`src/rtl/mrio_serial.sv`:
```
// Memory-mapped 8N1 serial transmitter with a byte FIFO, data register at BASE, status at BASE+1.
// Define MRIO_SERIAL_PARITY_EN to insert an even-parity bit between the data bits and the stop bit.
module mrio_serial #(
    parameter logic [15:0] BASE   = 16'hFF00,
    parameter int          CLKDIV = 16,
    parameter int          DEPTH  = 4
) (
    input  logic        CLK,
    input  logic        RST,
    input  logic [15:0] ADDR,
    input  logic [15:0] D_IN,
    input  logic        STO,
    output logic [15:0] D_OUT,
    output logic        TX,
    output logic        BUSY
);

    localparam int              PW        = $clog2(DEPTH);
    localparam logic [15:0]     STAT_ADDR = BASE + 16'd1;
    localparam logic [15:0]     BAUD_LOAD = 16'(CLKDIV - 1);
    localparam logic [PW:0]     CNT_FULL  = (PW + 1)'(DEPTH);
    localparam logic [PW:0]     CNT_ONE   = (PW + 1)'(1);
    localparam logic [PW-1:0]   PTR_ONE   = PW'(1);

`ifdef MRIO_SERIAL_PARITY_EN
    typedef enum logic [2:0] {
        ST_IDLE   = 3'd0,
        ST_START  = 3'd1,
        ST_DATA   = 3'd2,
        ST_PARITY = 3'd3,
        ST_STOP   = 3'd4
    } state_t;
`else
    typedef enum logic [2:0] {
        ST_IDLE  = 3'd0,
        ST_START = 3'd1,
        ST_DATA  = 3'd2,
        ST_STOP  = 3'd4
    } state_t;
`endif

    state_t          state_r;
    logic [15:0]     baud_r;
    logic [2:0]      bit_cnt_r;
    logic [7:0]      shift_r;
    logic            tx_r;
    logic [7:0]      mem_r [DEPTH];
    logic [PW-1:0]   wr_ptr_r;
    logic [PW-1:0]   rd_ptr_r;
    logic [PW:0]     count_r;
    logic            ovf_r;
`ifdef MRIO_SERIAL_PARITY_EN
    logic            par_r;
`endif

    logic            wr_data_s;
    logic            wr_stat_s;
    logic            full_s;
    logic            empty_s;
    logic            push_s;
    logic            pop_s;
    logic            bit_end_s;
    logic            busy_s;
    logic [15:0]     count_ext_s;
    logic [2:0]      cnt_sat_s;
    logic [7:0]      head_s;
    logic            unused_s;

    assign wr_data_s   = STO && (ADDR == BASE);
    assign wr_stat_s   = STO && (ADDR == STAT_ADDR);
    assign full_s      = (count_r == CNT_FULL);
    assign empty_s     = (count_r == '0);
    assign push_s      = wr_data_s && !full_s;
    assign bit_end_s   = (baud_r == 16'd0);
    // A pop happens when idle, or exactly at the end of a stop bit, so frames run back to back.
    assign pop_s       = !empty_s && ((state_r == ST_IDLE) || ((state_r == ST_STOP) && bit_end_s));
    assign busy_s      = (state_r != ST_IDLE) || !empty_s;
    assign count_ext_s = 16'(count_r);
    assign head_s      = mem_r[rd_ptr_r];
    assign unused_s    = ^D_IN[15:8];
    assign TX          = tx_r;
    assign BUSY        = busy_s;

    // Status register readback; every other address reads as zero.
    always_comb begin
        cnt_sat_s = (count_ext_s > 16'd7) ? 3'd7 : count_ext_s[2:0];
        if (ADDR == STAT_ADDR) begin
            D_OUT = {8'h00, 1'b0, cnt_sat_s, ovf_r, busy_s, empty_s, full_s};
        end else begin
            D_OUT = 16'h0000;
        end
    end

    // FIFO storage, pointers, occupancy and the sticky overflow flag.
    always_ff @(posedge CLK or negedge RST) begin
        if (!RST) begin
            for (int i = 0; i < DEPTH; i++) begin
                mem_r[i] <= 8'h00;
            end
            wr_ptr_r <= '0;
            rd_ptr_r <= '0;
            count_r  <= '0;
            ovf_r    <= 1'b0;
        end else begin
            if (push_s) begin
                mem_r[wr_ptr_r] <= D_IN[7:0];
                wr_ptr_r        <= wr_ptr_r + PTR_ONE;
            end
            if (pop_s) begin
                rd_ptr_r <= rd_ptr_r + PTR_ONE;
            end
            case ({push_s, pop_s})
                2'b10:   count_r <= count_r + CNT_ONE;
                2'b01:   count_r <= count_r - CNT_ONE;
                default: count_r <= count_r;
            endcase
            // Fullness is judged before the edge, so a coinciding pop does not rescue the write.
            if (wr_data_s && full_s) begin
                ovf_r <= 1'b1;
            end else if (wr_stat_s && D_IN[3]) begin
                ovf_r <= 1'b0;
            end else begin
                ovf_r <= ovf_r;
            end
        end
    end

    // Transmit sequencer: start bit, eight data bits LSB first, optional parity, stop bit.
    always_ff @(posedge CLK or negedge RST) begin
        if (!RST) begin
            state_r   <= ST_IDLE;
            baud_r    <= 16'd0;
            bit_cnt_r <= 3'd0;
            shift_r   <= 8'h00;
            tx_r      <= 1'b1;
`ifdef MRIO_SERIAL_PARITY_EN
            par_r     <= 1'b0;
`endif
        end else begin
            case (state_r)
                ST_IDLE: begin
                    if (pop_s) begin
                        state_r   <= ST_START;
                        shift_r   <= head_s;
                        baud_r    <= BAUD_LOAD;
                        bit_cnt_r <= 3'd0;
                        tx_r      <= 1'b0;
`ifdef MRIO_SERIAL_PARITY_EN
                        par_r     <= ^head_s;
`endif
                    end
                end
                ST_START: begin
                    if (bit_end_s) begin
                        state_r <= ST_DATA;
                        tx_r    <= shift_r[0];
                        shift_r <= {1'b0, shift_r[7:1]};
                        baud_r  <= BAUD_LOAD;
                    end else begin
                        baud_r <= baud_r - 16'd1;
                    end
                end
                ST_DATA: begin
                    if (bit_end_s) begin
                        baud_r <= BAUD_LOAD;
                        if (bit_cnt_r == 3'd7) begin
`ifdef MRIO_SERIAL_PARITY_EN
                            state_r <= ST_PARITY;
                            tx_r    <= par_r;
`else
                            state_r <= ST_STOP;
                            tx_r    <= 1'b1;
`endif
                        end else begin
                            bit_cnt_r <= bit_cnt_r + 3'd1;
                            tx_r      <= shift_r[0];
                            shift_r   <= {1'b0, shift_r[7:1]};
                        end
                    end else begin
                        baud_r <= baud_r - 16'd1;
                    end
                end
`ifdef MRIO_SERIAL_PARITY_EN
                ST_PARITY: begin
                    if (bit_end_s) begin
                        state_r <= ST_STOP;
                        tx_r    <= 1'b1;
                        baud_r  <= BAUD_LOAD;
                    end else begin
                        baud_r <= baud_r - 16'd1;
                    end
                end
`endif
                ST_STOP: begin
                    if (bit_end_s && pop_s) begin
                        state_r   <= ST_START;
                        shift_r   <= head_s;
                        baud_r    <= BAUD_LOAD;
                        bit_cnt_r <= 3'd0;
                        tx_r      <= 1'b0;
`ifdef MRIO_SERIAL_PARITY_EN
                        par_r     <= ^head_s;
`endif
                    end else if (bit_end_s) begin
                        state_r <= ST_IDLE;
                        tx_r    <= 1'b1;
                        baud_r  <= 16'd0;
                    end else begin
                        baud_r <= baud_r - 16'd1;
                    end
                end
                default: begin
                    state_r <= ST_IDLE;
                    tx_r    <= 1'b1;
                    baud_r  <= 16'd0;
                end
            endcase
        end
    end

endmodule

```
`config.mk`:
```
export PLATFORM = sky130hd
export DESIGN_NAME = mrio_serial
export DESIGN_NICKNAME = d
export VERILOG_FILES = /design/src/rtl/mrio_serial.sv
export SDC_FILE = /design/constraint.sdc
export NUM_CORES = 1
export LEC_CHECK = 0
export BUFFER_PORTS_ARGS = -buffer_cell sky130_fd_sc_hd__clkbuf_2
export CORE_UTILIZATION = 45
export DETAILED_ROUTE_END_ITERATION = 8
export HOLD_SLACK_MARGIN = 0.12
export PLACE_DENSITY = 0.7
export RECOVER_POWER = 25
export SETUP_SLACK_MARGIN = 0.3
export SLEW_MARGIN = 20
export SYNTH_ARGS = -nofsm -noshare
export SYNTH_HDL_FRONTEND = slang
export SYNTH_SLANG_ARGS = --single-unit
```
`constraint.sdc`:
```
create_clock -name CLK -period 4.5 [get_ports CLK]
set_input_delay 0.45 -clock CLK [delete_from_list [all_inputs] [get_ports CLK]]
set_output_delay 0.45 -clock CLK [all_outputs]
set_load 0.005 [all_outputs]
```
==> flow_summary.ini, run 1 <==
[die]
io_pins = 53
die_h_um = 93.6
die_x_um = 93.6
start_util = 0.462
placementRows = 33
core_area_um2 = 8180
dieArea_um2 = 8770

[placed_design]
dp_hpwl_mm = 5.18
numPortBuffers = 35
place_congestion = 0.828

[clock_tree]
htreeDepth = 3
clock_sinks = 71
ctsRootBufferMaster = clkbuf_8
cts_hold_buf = 1
cts_tree = yes
cts_made_buffers = 9
clock_latency_ns = 0.35
cts_resized = 0
path_clk_slew_ns = 0.07
post_cts_buffers = 0
clockBufferDepth = 2

[drt]
drc = 0
dr.pass1.iters = 4
wl_per_cell_um = 14.9
num_vias = 2618
drt_wl_total_mm = 7.14
viasPerCell = 5.45
final_antenna_net_count = 0
drt_iter0_markers = 129

[synthesis]
syn_inst = 330
ys_types = 54
postSynthAreaPerCell_um2 = 11.5
synthesis.area_um2 = 3780
synthArstFlopShare = 1.00
synth_warnings = 0
ys_ff_latch = 71
synth-edff-count = 0
ys.flop_type = dfrtp_1
ys_seq_area_frac = 0.471

[flow_run]
cap_violations = 0

[critical_path]
cp-start-kind = register
worst-endpoint-required_ns = 4.77
crit_fanout = 7
cp.arrival_ns = 3.41
r2r_setup_slack_ns = 1.36
r2r_end = count_r[2]
critical_path_class = register to register
r2r-start = baud_r[0]
end_kind = register
rr_worst_depth = 12

[timing]
maxSlewHeadroom = 0.131
tns_ns = 0
fin_crit_ns = 3.14
post-route-period-util = 0.697
fmax_mhz = 319
finalHoldViolCount = 0
maxSlewViolCount = 0
worstMarginPinSlew_ns = 1.30
rsz0062_at_grt = no
finalSetupViolCount = 0
final.setup_skew_ns = 0.0105
hold_ws_ns = 0.306

[power_and_ir_drop]
switching_share = 0.387
leakage_nw = 2.07
p_seq_frac = 0.443
power.net_switching_mw = 0.769
powerDensity_nw_per_um2 = 473
peakVddDrop_uv = 231
clkPwrFrac = 0.226
internal_power_mw = 1.22
p_comb_frac = 0.331

[layout]
fin_nets = 414
layout-drive-gt1-share = 0.296
final_util = 0.514
syn2layout_area_growth_pct = 11.3
diodes = 0

[global_route]
antenna_found_initial = 0
grt_pass1_wl_mm = 12.4
grt_pass1_vias = 2632
grt_max_degree = 56
overflow = 0
grt_use_total = 0.186

[worst_hold_path]
hp-class = input pin to register
hold_path_end = ovf_r
hold_depth = 2
hold_start = ADDR[0]

[outcome]
status = complete, no violations
## worst max path at each step
stage | start | to | slack [ns] | cells after the start
finish | baud_r[0] | count_r[2] | 1.36 | 12
global route | baud_r[0] | count_r[2] | 1.03 | 12
CTS | baud_r[0] | count_r[2] | 1.38 | 12
floorplan | baud_r[0] | count_r[2] | 1.68 | 13
global placement | baud_r[0] | count_r[2] | 1.48 | 12
detailed placement | baud_r[0] | count_r[2] | 1.42 | 12
## cell usage after synthesis, types with 3 or more instances
cell      number  area [um^2]
dfrtp_1       70         1750
mux2_2        45          507
nor2_1        19         71.3
o21ai_0       17         85.1
nand2_1       16         60.1
inv_1         15         56.3
a21oi_1       13         65.1
nor3_1        10         50.1
buf_4          9         67.6
and2_1         8         50.1
ha_1           8          100
mux4_2         8          180
or3_1          8         50.1
xor2_1         7         61.3
nand3_1        6         30.0
xnor2_1        6         52.6
clkbuf_1       5         18.8
nand2_4        4         45.0
nor3b_1        4         30.0
nor4_1         4         25.0
mux2i_1        3         30.0
nand4_1        3         18.8
## area by class of cell
class / count / area (um^2)
inverters: 16 / 60.1
well taps: 105 / 131
fillers: 737 / 3970
multi-input cells: 235 / 1870
flip-flops and latches: 71 / 1780
clock buffers: 10 / 128
repair buffers: 37 / 189
clock inverters: 6 / 46.3
## critical path: stages, from the launching register on
cell     delay [ns]
dfrtp_1        0.42
inv_1          0.09
ha_1           0.23
nor3b_1        0.42
and3_1         0.36
nand2_1        0.21
a21oi_1        0.28
ha_1           0.22
inv_1          0.06
fa_1           0.37
xor2_1         0.15
nor2_1         0.11
xor2_1         0.15
## registers in the layout, summed over array words and instances, names as in the netlist, 2 cells and up
name / cells
rd_ptr_r: 2
wr_ptr_r: 2
bit_cnt_r: 3
baud_r: 16
mem_r: 32
shift_r: 8
count_r: 3
state_r: 3
## cells by family (layout without fill, tap and decap cells)
| group | after synthesis | in the layout | synth area share |
|---|---|---|---|
| and+or+nand+nor | 92 | 92 | 0.138 |
| DFF | 71 | 71 | 0.471 |
| muxes | 58 | 58 | 0.196 |
| AOI/OAI and AO/OA | 54 | 54 | 0.0914 |
| buffers and inverters | 32 | 69 | 0.0411 |
| xor gates and xnor gates | 13 | 13 | 0.0301 |
| adders and majority gates | 9 | 9 | 0.0318 |
| other | 1 | 9 | 0.000992 |
## cell usage in the layout (no fill, tap or decap), types with 3 or more instances in the layout
cell type  instances
dfrtp_1           70
mux2_2            45
clkbuf_2          35
nor2_1            19
o21ai_0           17
nand2_1           16
inv_1             15
a21oi_1           13
nor3_1            10
conb_1             9
clkbuf_8           9
and2_1             8
or3_1              8
mux4_2             8
ha_1               8
xor2_1             7
nand3_1            6
xnor2_1            6
nor4_1             4
nor3b_1            4
nand2_4            4
nand4_1            3
mux2i_1            3
## through the flow
| step | total power [mW] | worst slack, ns | instance area [um^2] | instances |
|---|---|---|---|---|
| global placement | 1.53 | 1.48 | 4030 | 463 |
| detailed placement | 1.55 | 1.42 | 4030 | 463 |
| CTS | 2.01 | 1.38 | 4210 | 480 |
| global route | 2.14 | 1.03 | 4200 | 480 |
| finish | 1.99 | 1.36 | 4200 | 480 |
| floorplan | 1.38 | 1.68 | 3810 | 338 |
## routing by layer
layer	global-route usage	wire length, um
met5	0	0
met4	0.0551	73
met3	0.0577	234
met2	0.312	3530
met1	0.229	3300
## power groups by stage
stage	sequential (mW)	combinational (mW)	clock [mW]
3_3_place_gp	0.888	0.641	0
4_1_cts	0.883	0.659	0.464
6_report	0.880	0.657	0.449
3_5_place_dp	0.894	0.655	0
5_1_grt	0.904	0.743	0.494
2_1_floorplan	0.817	0.565	0
Note: power is estimated with default switching activity, not from simulation.
==> run 2: changes to the inputs <==
Settings changed: PLACE_DENSITY 0.7 to 0.73.
Clock period 4.5 ns to 2.5 ns, I/O delays scaled along.
==> flow_summary.ini, run 2 (same netlist as run 1, synthesis figures left out) <==
[placed_design]
place_congestion = 0.824
post_dp_cell_area_um2 = 4270
numPortBuffers = 35
dp_hpwl_mm = 5.40

[die]
die_h_um = 93.6
die_x_um = 93.6
start_util = 0.462
dieArea_um2 = 8770
core_area_um2 = 8180
placementRows = 33
io_pins = 53

[timing]
fmax_mhz = 441
worstMarginPinSlew_ns = 1.58
fin_crit_ns = 2.27
finalSetupViolCount = 0
final.setup_skew_ns = 0.00967
hold_ws_ns = 0.158
maxSlewViolCount = 72
tns_ns = 0
finalHoldViolCount = 0
rsz0062_at_grt = yes
post-route-period-util = 0.906
maxSlewHeadroom = -0.0509

[power_and_ir_drop]
power_mw = 4.27
p_comb_frac = 0.412
leakage_nw = 2.30
switching_share = 0.373
power.net_switching_mw = 1.59
p_seq_frac = 0.372
internal_power_mw = 2.68
peakVddDrop_uv = 391
clkPwrFrac = 0.216
powerDensity_nw_per_um2 = 917

[drt]
num_vias = 2804
final_antenna_net_count = 0
wl_per_cell_um = 15.4
drc = 0
drt_wl_total_mm = 8.02
drt_iter0_markers = 112
viasPerCell = 5.39
dr.pass1.iters = 5

[layout]
top_regs = mem_r: 32 flops, baud_r: 16 flops, shift_r: 8 flops
final_cell_mix = dfrtp_1, mux2_2, buf_4
syn2layout_area_growth_pct = 23.1
final_common_cell = dfrtp_1
layout-drive-gt1-share = 0.414
largest_register_ffs = 32
fin_nets = 455
top_register = mem_r
final_util = 0.569
diodes = 0
finalInstanceArea_um2 = 4650

[global_route]
antenna_found_initial = 0
overflow = 0
grt_pass1_wl_mm = 13.6
grt_pass1_vias = 2835
grt_use_total = 0.205
grt_max_degree = 72

[clock_tree]
path_clk_slew_ns = 0.08
htreeDepth = 3
clock_latency_ns = 0.35
cts_tree = yes
clock_sinks = 71
clockBufferDepth = 2
cts_made_buffers = 9
ctsRootBufferMaster = clkbuf_8

[critical_path]
rr_worst_depth = 12
crit_fanout = 2
cp-start-kind = register
end_kind = register
worst-endpoint-required_ns = 2.78
path_depth = 12
slowest_stage = dfrtp_1
crit_path_max_incr_delay_ns = 0.40
crit_buf_inv = 2
cp.arrival_ns = 2.55
crit_path_cell_trace = inv_2 -> ha_4 -> nor3b_4 -> and3_4 -> nand2_8 -> a21oi_4 -> ha_4 -> inv_2 -> fa_2 -> xor2_1 -> nor2_1 -> xor2_1
critical_path_class = register to register
cp_top_family = simple AND/OR/NAND/NOR gates

[outcome]
violations = capacitance limit, slew limit
status = complete, but fails checks

[worst_hold_path]
hp-class = input pin to register
hold_depth = 2

[flow_run]
cap_violations = 1
[run 2: changes by cell type in the layout (fill, tap and decap cells not counted), sizes merged]
cell / before / now
dlygate4sd3: 1 / 2
clkinv: 4 / 1
bufinv: 0 / 1
clkinvlp: 2 / 3
buf: 0 / 42
clkbuf: 46 / 43
inv: 16 / 17
[run 2: final timing paths]
| kind | from | end | slack (ns) |
|---|---|---|---|
| hold reg to reg | mem_r[8] | mem_r[8] | 0.50 |
| hold / removal | D_IN[6] | mem_r[6] | 0.16 |
| setup / recovery | baud_r[0] | count_r[2] | 0.23 |
| min in group asynchronous | RST | count_r[1] | 0.92 |
| setup reg to reg | baud_r[0] | count_r[2] | 0.23 |
| max in group asynchronous | RST | state_r[0] | 0.52 |
[run 2: what timing repair did]
action                                 4_1_cts  5_1_grt
setup buffers                               11        6
hold buffers                                 2        0
setup endpoints to repair                   11       44
pin swaps                                    5        4
endpoints found under the hold margin       71        0
resized for setup                           12        5
[run 2: area by class of cell]
cell class / count / area [um^2]
inverters: 16 / 61.3
clock buffers: 9 / 124
flip-flops and latches: 71 / 1780
fillers: 678 / 3520
clock inverters: 6 / 70.1
well taps: 105 / 131
repair buffers: 78 / 500
multi-input cells: 235 / 1990
[run 2: power by group through the flow]
stage          logic (mW)  registers (mW)  clock network [mW]
5_1_grt              1.94            1.62               0.991
6_report             1.76            1.58               0.922
3_5_place_dp         1.50            1.60                   0
3_3_place_gp         1.48            1.58                   0
4_1_cts              1.68            1.59               0.944
2_1_floorplan        1.08            1.48                   0
[run 2: per-layer routing]
metal | track usage | vias up | part of all wire
li1 | - | 1346 | -
met5 | 0 | - | 0
met4 | 0.0641 | 0 | 0.014
met2 | 0.358 | 48 | 0.51
met1 | 0.254 | 1398 | 0.44
met3 | 0.0439 | 12 | 0.030
[run 2: through the flow]
stage / std cells / setup slack (ns)
6_report: 520 / 0.235
5_1_grt: 520 / 0.111
4_1_cts: 514 / 0.254
3_5_place_dp: 486 / 0.0733
3_3_place_gp: 486 / 0.109
2_1_floorplan: 338 / 0.0873
